File: config.mk
export PLATFORM = sky130hd
export DESIGN_NAME = instruction_fetch_unit_flat
export DESIGN_NICKNAME = d
export VERILOG_FILES = /design/src/rtl/instruction_fetch_unit_if.sv /design/src/rtl/instruction_fetch_unit.sv /design/src/flat_wrapper.sv
export SDC_FILE = /design/constraint.sdc
export NUM_CORES = 1
export LEC_CHECK = 0
export BUFFER_PORTS_ARGS = -buffer_cell sky130_fd_sc_hd__buf_2
export CAP_MARGIN = 20
export CORE_MARGIN = 2
export CORE_UTILIZATION = 55
export CTS_CLUSTER_SIZE = 12
export DETAILED_ROUTE_END_ITERATION = 10
export GPL_TIMING_DRIVEN = 0
export PLACE_DENSITY = 0.86
export SLEW_MARGIN = 25
export SYNTH_ARGS = -nofsm -noshare
export SYNTH_HDL_FRONTEND = slang
export SYNTH_SLANG_ARGS = --single-unit
File: constraint.sdc
create_clock -name Clk -period 4.4 [get_ports Clk]
set_clock_uncertainty 0.2 [all_clocks]
set_input_delay 0.22 -clock Clk [delete_from_list [all_inputs] [get_ports Clk]]
set_output_delay 0.22 -clock Clk [all_outputs]
set_load 0.1 [all_outputs]
File: src/rtl/instruction_fetch_unit_if.sv
// rtl/instruction_fetch_unit_if.sv - fetch stage control, memory and IF/ID bundle
interface instruction_fetch_unit_if;
    logic        Stall;
    logic        Redirect;
    logic [31:0] RedirectTarget;
    logic        Halt;
    logic [31:0] InstrAddress;
    logic [31:0] InstrData;
    logic [31:0] IFID_Instruction;
    logic [31:0] IFID_PCPlus4;
    logic        IFID_Valid;
    logic [31:0] FetchCount;
    logic        Halted;

    // Fetch unit side
    modport master (
        input  Stall, Redirect, RedirectTarget, Halt, InstrData,
        output InstrAddress, IFID_Instruction, IFID_PCPlus4, IFID_Valid, FetchCount, Halted
    );

    // Pipeline / memory side
    modport slave (
        output Stall, Redirect, RedirectTarget, Halt, InstrData,
        input  InstrAddress, IFID_Instruction, IFID_PCPlus4, IFID_Valid, FetchCount, Halted
    );
endinterface

File: src/rtl/instruction_fetch_unit.sv
// rtl/instruction_fetch_unit.sv - PC, IF/ID register and start/run/halt control
module instruction_fetch_unit #(
    parameter logic [31:0] RESET_PC = 32'h00000000,
    parameter logic [31:0] NOP_WORD = 32'h00000000
) (
    input  logic                          Clk,
    input  logic                          Reset,
    instruction_fetch_unit_if.master      bus
);
    typedef enum logic [1:0] {
        START  = 2'd0,
        RUN    = 2'd1,
        HALTED = 2'd2
    } state_t;

    state_t      state;
    logic [31:0] pc;
    logic [31:0] ifid_instruction;
    logic [31:0] ifid_pc_plus4;
    logic        ifid_valid;
    logic [31:0] fetch_count;
    logic        halted;
    logic [31:0] pc_plus4;
    logic [31:0] redirect_pc;

    // Sequential PC increment wraps modulo 2^32; redirect targets are forced word aligned
    assign pc_plus4    = pc + 32'd4;
    assign redirect_pc = bus.RedirectTarget & ~32'h00000003;

    // Memory address comes straight from the PC, no extra register in between
    assign bus.InstrAddress     = pc;
    assign bus.IFID_Instruction = ifid_instruction;
    assign bus.IFID_PCPlus4     = ifid_pc_plus4;
    assign bus.IFID_Valid       = ifid_valid;
    assign bus.FetchCount       = fetch_count;
    assign bus.Halted           = halted;

    // Fetch state machine: Reset > Halt > Redirect > Stall > normal capture
    always_ff @(posedge Clk) begin
        if (Reset) begin
            state            <= START;
            pc               <= RESET_PC;
            ifid_instruction <= NOP_WORD;
            ifid_pc_plus4    <= 32'd0;
            ifid_valid       <= 1'b0;
            fetch_count      <= 32'd0;
            halted           <= 1'b0;
        end else begin
            case (state)
                START: begin
                    state <= RUN;
                end
                RUN: begin
                    if (bus.Halt) begin
                        state            <= HALTED;
                        halted           <= 1'b1;
                        ifid_instruction <= NOP_WORD;
                        ifid_valid       <= 1'b0;
                    end else if (bus.Redirect) begin
                        pc               <= redirect_pc;
                        ifid_instruction <= NOP_WORD;
                        ifid_valid       <= 1'b0;
                    end else if (!bus.Stall) begin
                        ifid_instruction <= bus.InstrData;
                        ifid_pc_plus4    <= pc_plus4;
                        ifid_valid       <= 1'b1;
                        pc               <= pc_plus4;
                        fetch_count      <= fetch_count + 32'd1;
                    end
                end
                HALTED: begin
                    halted     <= 1'b1;
                    ifid_valid <= 1'b0;
                end
                default: begin
                    state <= START;
                end
            endcase
        end
    end
endmodule

File: src/flat_wrapper.sv
// flat-port wrapper written by rule: the top's interface ports become plain ports
module instruction_fetch_unit_flat 
#(
    parameter logic [31:0] RESET_PC = 32'h00000000,
    parameter logic [31:0] NOP_WORD = 32'h00000000
)
  (Clk, Reset, bus_Stall, bus_Redirect, bus_RedirectTarget, bus_Halt, bus_InstrData, bus_InstrAddress, bus_IFID_Instruction, bus_IFID_PCPlus4, bus_IFID_Valid, bus_FetchCount, bus_Halted);
  instruction_fetch_unit_if bus_i ();
  input  logic Clk;
  input  logic Reset;
  input wire logic [$bits(bus_i.Stall)-1:0] bus_Stall;
  input wire logic [$bits(bus_i.Redirect)-1:0] bus_Redirect;
  input wire logic [$bits(bus_i.RedirectTarget)-1:0] bus_RedirectTarget;
  input wire logic [$bits(bus_i.Halt)-1:0] bus_Halt;
  input wire logic [$bits(bus_i.InstrData)-1:0] bus_InstrData;
  output wire logic [$bits(bus_i.InstrAddress)-1:0] bus_InstrAddress;
  output wire logic [$bits(bus_i.IFID_Instruction)-1:0] bus_IFID_Instruction;
  output wire logic [$bits(bus_i.IFID_PCPlus4)-1:0] bus_IFID_PCPlus4;
  output wire logic [$bits(bus_i.IFID_Valid)-1:0] bus_IFID_Valid;
  output wire logic [$bits(bus_i.FetchCount)-1:0] bus_FetchCount;
  output wire logic [$bits(bus_i.Halted)-1:0] bus_Halted;
  assign bus_i.Stall = bus_Stall;
  assign bus_i.Redirect = bus_Redirect;
  assign bus_i.RedirectTarget = bus_RedirectTarget;
  assign bus_i.Halt = bus_Halt;
  assign bus_i.InstrData = bus_InstrData;
  assign bus_InstrAddress = bus_i.InstrAddress;
  assign bus_IFID_Instruction = bus_i.IFID_Instruction;
  assign bus_IFID_PCPlus4 = bus_i.IFID_PCPlus4;
  assign bus_IFID_Valid = bus_i.IFID_Valid;
  assign bus_FetchCount = bus_i.FetchCount;
  assign bus_Halted = bus_i.Halted;
  instruction_fetch_unit #(.RESET_PC(RESET_PC), .NOP_WORD(NOP_WORD)) u_core (.Clk(Clk), .Reset(Reset), .bus(bus_i));
endmodule
==> impl_metrics.py <==
metrics = {
    "layout": {
        "area_growth_syn_to_layout_pct": 40.3,
        "fillCellCount": 732,
        "final_area_sq_um": 8570,
        "drive_gt1_share_pct": 23.8,
        "fin_nets": 1102,
    },
    "setup_path": {
        "required_ps": 4610,
        "worst_setup_path_end_kind": "flop",
        "crit_buf_inv": 3,
        "slowest_delay_ps": 890,
        "path_cells": "inv_1 > ha_1 > nor4b_1 > nand4_1 > clkbuf_1 > clkbuf_1 > nor3_1 > xnor2_1 > nor2_1",
        "reg2reg_slack_ps": 1030,
        "criticalPathCategory": "reg2reg",
        "arrival_ps": 3580,
        "crit_end": "u_core.bus.FetchCount[27]",
        "rr_worst_depth": 9,
        "cp-start-kind": "flop",
        "crit_start": "u_core.state[1]",
        "critPathTopFamily": "simple AND/OR/NAND/NOR gates",
        "rr_startpoint": "u_core.state[1]",
        "crit_slowest_cell": "nor4b_1",
        "cp.depth": 9,
        "rr_endpoint": "u_core.bus.FetchCount[27]",
        "cpMostUsedCell": "clkbuf_1",
        "cp_max_fo": 10,
    },
    "placed_design": {
        "place_hpwl_um": 13400,
        "placed_cell_area_sq_um": 7250,
        "port_buffers": 191,
        "gp_congestion": 0.964,
    },
    "yosys": {
        "yosys.area_share.adder_pct": 1.23,
        "synth_area_leaders": "dfxtp_1 (42%), nor2_1 (7.9%), xnor2_1 (4.7%)",
        "ys_seq_elements": 128,
        "synth_area_leader_cell": "dfxtp_1",
        "synth-compound-area-share_pct": 16.5,
        "muxShareOfSynthArea_pct": 1.54,
        "synth.yosys.seq_area_share_pct": 42.0,
        "syn_area_sq_um": 6110,
        "synth_common_cells": "dfxtp_1 (128), nor2_1 (128), nand2_1 (57), clkbuf_1 (48), a22oi_1 (35)",
        "synth_top_flop_cell": "dfxtp_1",
        "syn-instance-count": 747,
        "synth_edf_count": 0,
        "ys_warn_count": 0,
        "synthXorXnorAreaFrac_pct": 7.46,
        "synth_cell_types": 56,
        "synth_top_family_by_area": "simple AND/OR/NAND/NOR gates",
        "yosysTopAreaCellShare_pct": 42.0,
        "avgSynthCellArea_sq_um": 8.18,
        "async_reset_ff_share_pct": 0,
        "synth-simple-area-share_pct": 26.1,
    },
    "clock_network": {
        "clk_latency_ps": 540,
        "cts_buffers": 17,
        "cts_root_buf": "clkbuf_8",
        "h-tree-depth": 4,
        "clk_path_buf_depth": 2,
        "clock-sinks": 128,
        "cts_resized": 0,
        "cts_hold_buf": 67,
        "cts_tree": "built",
        "cts_setup_buffers": 0,
        "cts.reportedPaths.clkPinSlew_ps": 60,
    },
    "die": {
        "start_util_pct": 56.3,
        "io_pins": 199,
        "die_y_um": 109,
        "dieArea_sq_um": 12000,
        "coreArea_sq_um": 10800,
        "die_w_um": 109,
        "rows": 38,
    },
    "power": {
        "p_leak_nw": 3.50,
        "ir_drop_uv": 377,
        "power_density_nw_per_um2": 467,
    },
    "detailed_routing": {
        "final_antenna_net_count": 0,
        "wirelength_um": 20900,
        "drcViolationCount": 0,
        "wire_per_inst_um": 17.7,
        "vias_per_cell": 5.93,
        "drt_iter0_drc": 734,
        "vias": 7010,
        "firstDrtPassIters": 7,
    },
    "grt": {
        "overflow": 0,
        "grt_pass1_wl_um": 32100,
        "grt_antenna_before_repair": 1,
        "grt_usage_pct": 34.3,
        "grt_pass1_vias": 6615,
        "grt_max_degree": 17,
    },
    "timing": {
        "drv_slew": 0,
        "finalCritPeriodShare_pct": 76.6,
        "finalHoldViolCount": 0,
        "fmax_mhz": 297,
        "rsz0062_at_grt": "false",
        "worst_pin_slew_ps": 1050,
        "fin_crit_ps": 3370,
        "final.setup.tns_ps": 0,
        "relSlewSlack_pct": 29.0,
        "setup_violations": 0,
    },
    "min_path": {
        "hp-class": "in2reg",
    },
    "status": {
        "status": "finished, final reports clean",
    },
    "run": {
        "cap_violations": 0,
    },
}
[per-layer routing]
metal	track usage [%]	routed length, um	up-vias
met1	42.2	8100	3251
met4	17.6	882	0
met5	0	0	-
li1	-	-	3228
met2	55.7	9870	431
met3	8.54	2010	100
[cell usage in the layout, fill, tap and decap left out, types with 14 or more instances in the layout]
cell type / n
nand4_1: 21
nor3_1: 22
inv_1: 14
dfxtp_1: 128
nor4_1: 15
a21oi_1: 32
xor2_1: 19
and3_1: 15
buf_2: 195
nand3_1: 30
a211oi_1: 29
nand2_1: 57
clkbuf_1: 48
a22oi_1: 35
nor2_1: 128
xnor2_1: 33
o21ai_0: 19
dlygate4sd3_1: 67
clkbuf_16: 16
[worst min-delay path, delay by kind of cell]
kind / cells / cell delay, ps
AND/OR/NAND/NOR: 3 / 150
AO/OA/AOI/OAI: 1 / 240
buffers and inverters: 1 / 100
[flip-flops by register name, indices dropped and copies added, names as in the netlist]
register and cells:
u_core.state 2, u_core.bus.IFID_Instruction 32, u_core.bus.IFID_PCPlus4 30, u_core.bus.Halted 1, u_core.bus.FetchCount 32, u_core.bus.IFID_Valid 1
u_core.bus.InstrAddress 30
[power breakdown]
part           internal [mW]  switching (mW)
clock network          0.992           0.554
logic                  0.261           0.887
registers               1.24          0.0721
[layout make-up]
class,count,area (sq um),share of cell area (%)
diodes,2,5.00,0.0584
flip-flops and latches,128,2560,29.9
well taps,140,175,2.04
clock buffers,18,428,4.99
multi-input cells,545,3240,37.8
plain buffers,63,268,3.13
clock inverters,14,214,2.50
repair buffers,258,1630,19.0
inverters,14,52.6,0.613
[worst min-delay path by stage]
| stage | from | end | slack [ps] | depth (start not counted) |
|---|---|---|---|---|
| after global placement | u_core.bus.Halted | u_core.bus.Halted | 230 | 2 |
| final | Reset | u_core.bus.InstrAddress[26] | 40 | 5 |
| after detailed placement | u_core.bus.IFID_Instruction[3] | u_core.bus.IFID_Instruction[3] | 240 | 2 |
| after floorplan | bus_RedirectTarget[25] | u_core.bus.InstrAddress[25] | 160 | 2 |
| after global routing | Reset | u_core.bus.InstrAddress[26] | 90 | 5 |
| after CTS | Reset | u_core.bus.InstrAddress[26] | 30 | 5 |
[metrics by stage]
| step | cells | utilization, % | power (mW) | hold WS (ps) | setup slack [ps] |
|---|---|---|---|---|---|
| floorplan | 750 | - | 2.18 | 156 | 1040 |
| global placement | 1081 | 66.9 | 2.39 | 234 | 1270 |
| detailed placement | 1081 | 66.9 | 2.40 | 241 | 1200 |
| CTS | 1180 | 79.0 | 3.96 | 33.1 | 1120 |
| global route | 1181 | 79.0 | 4.12 | 85.5 | 821 |
| finish | 1182 | 79.0 | 4.00 | 40.2 | 1030 |
[cell families (layout without fill, tap and decap cells)]
kind of cell,count (synthesis),after routing
and+or+nand+nor,326,326
AOI/OAI and AO/OA,148,148
DFF,128,128
buffers and inverters,77,367
xor gates and xnor gates,52,52
muxes,9,9
adders and majority gates,6,6
other,1,6
Note: power is estimated with default switching activity, not from simulation.
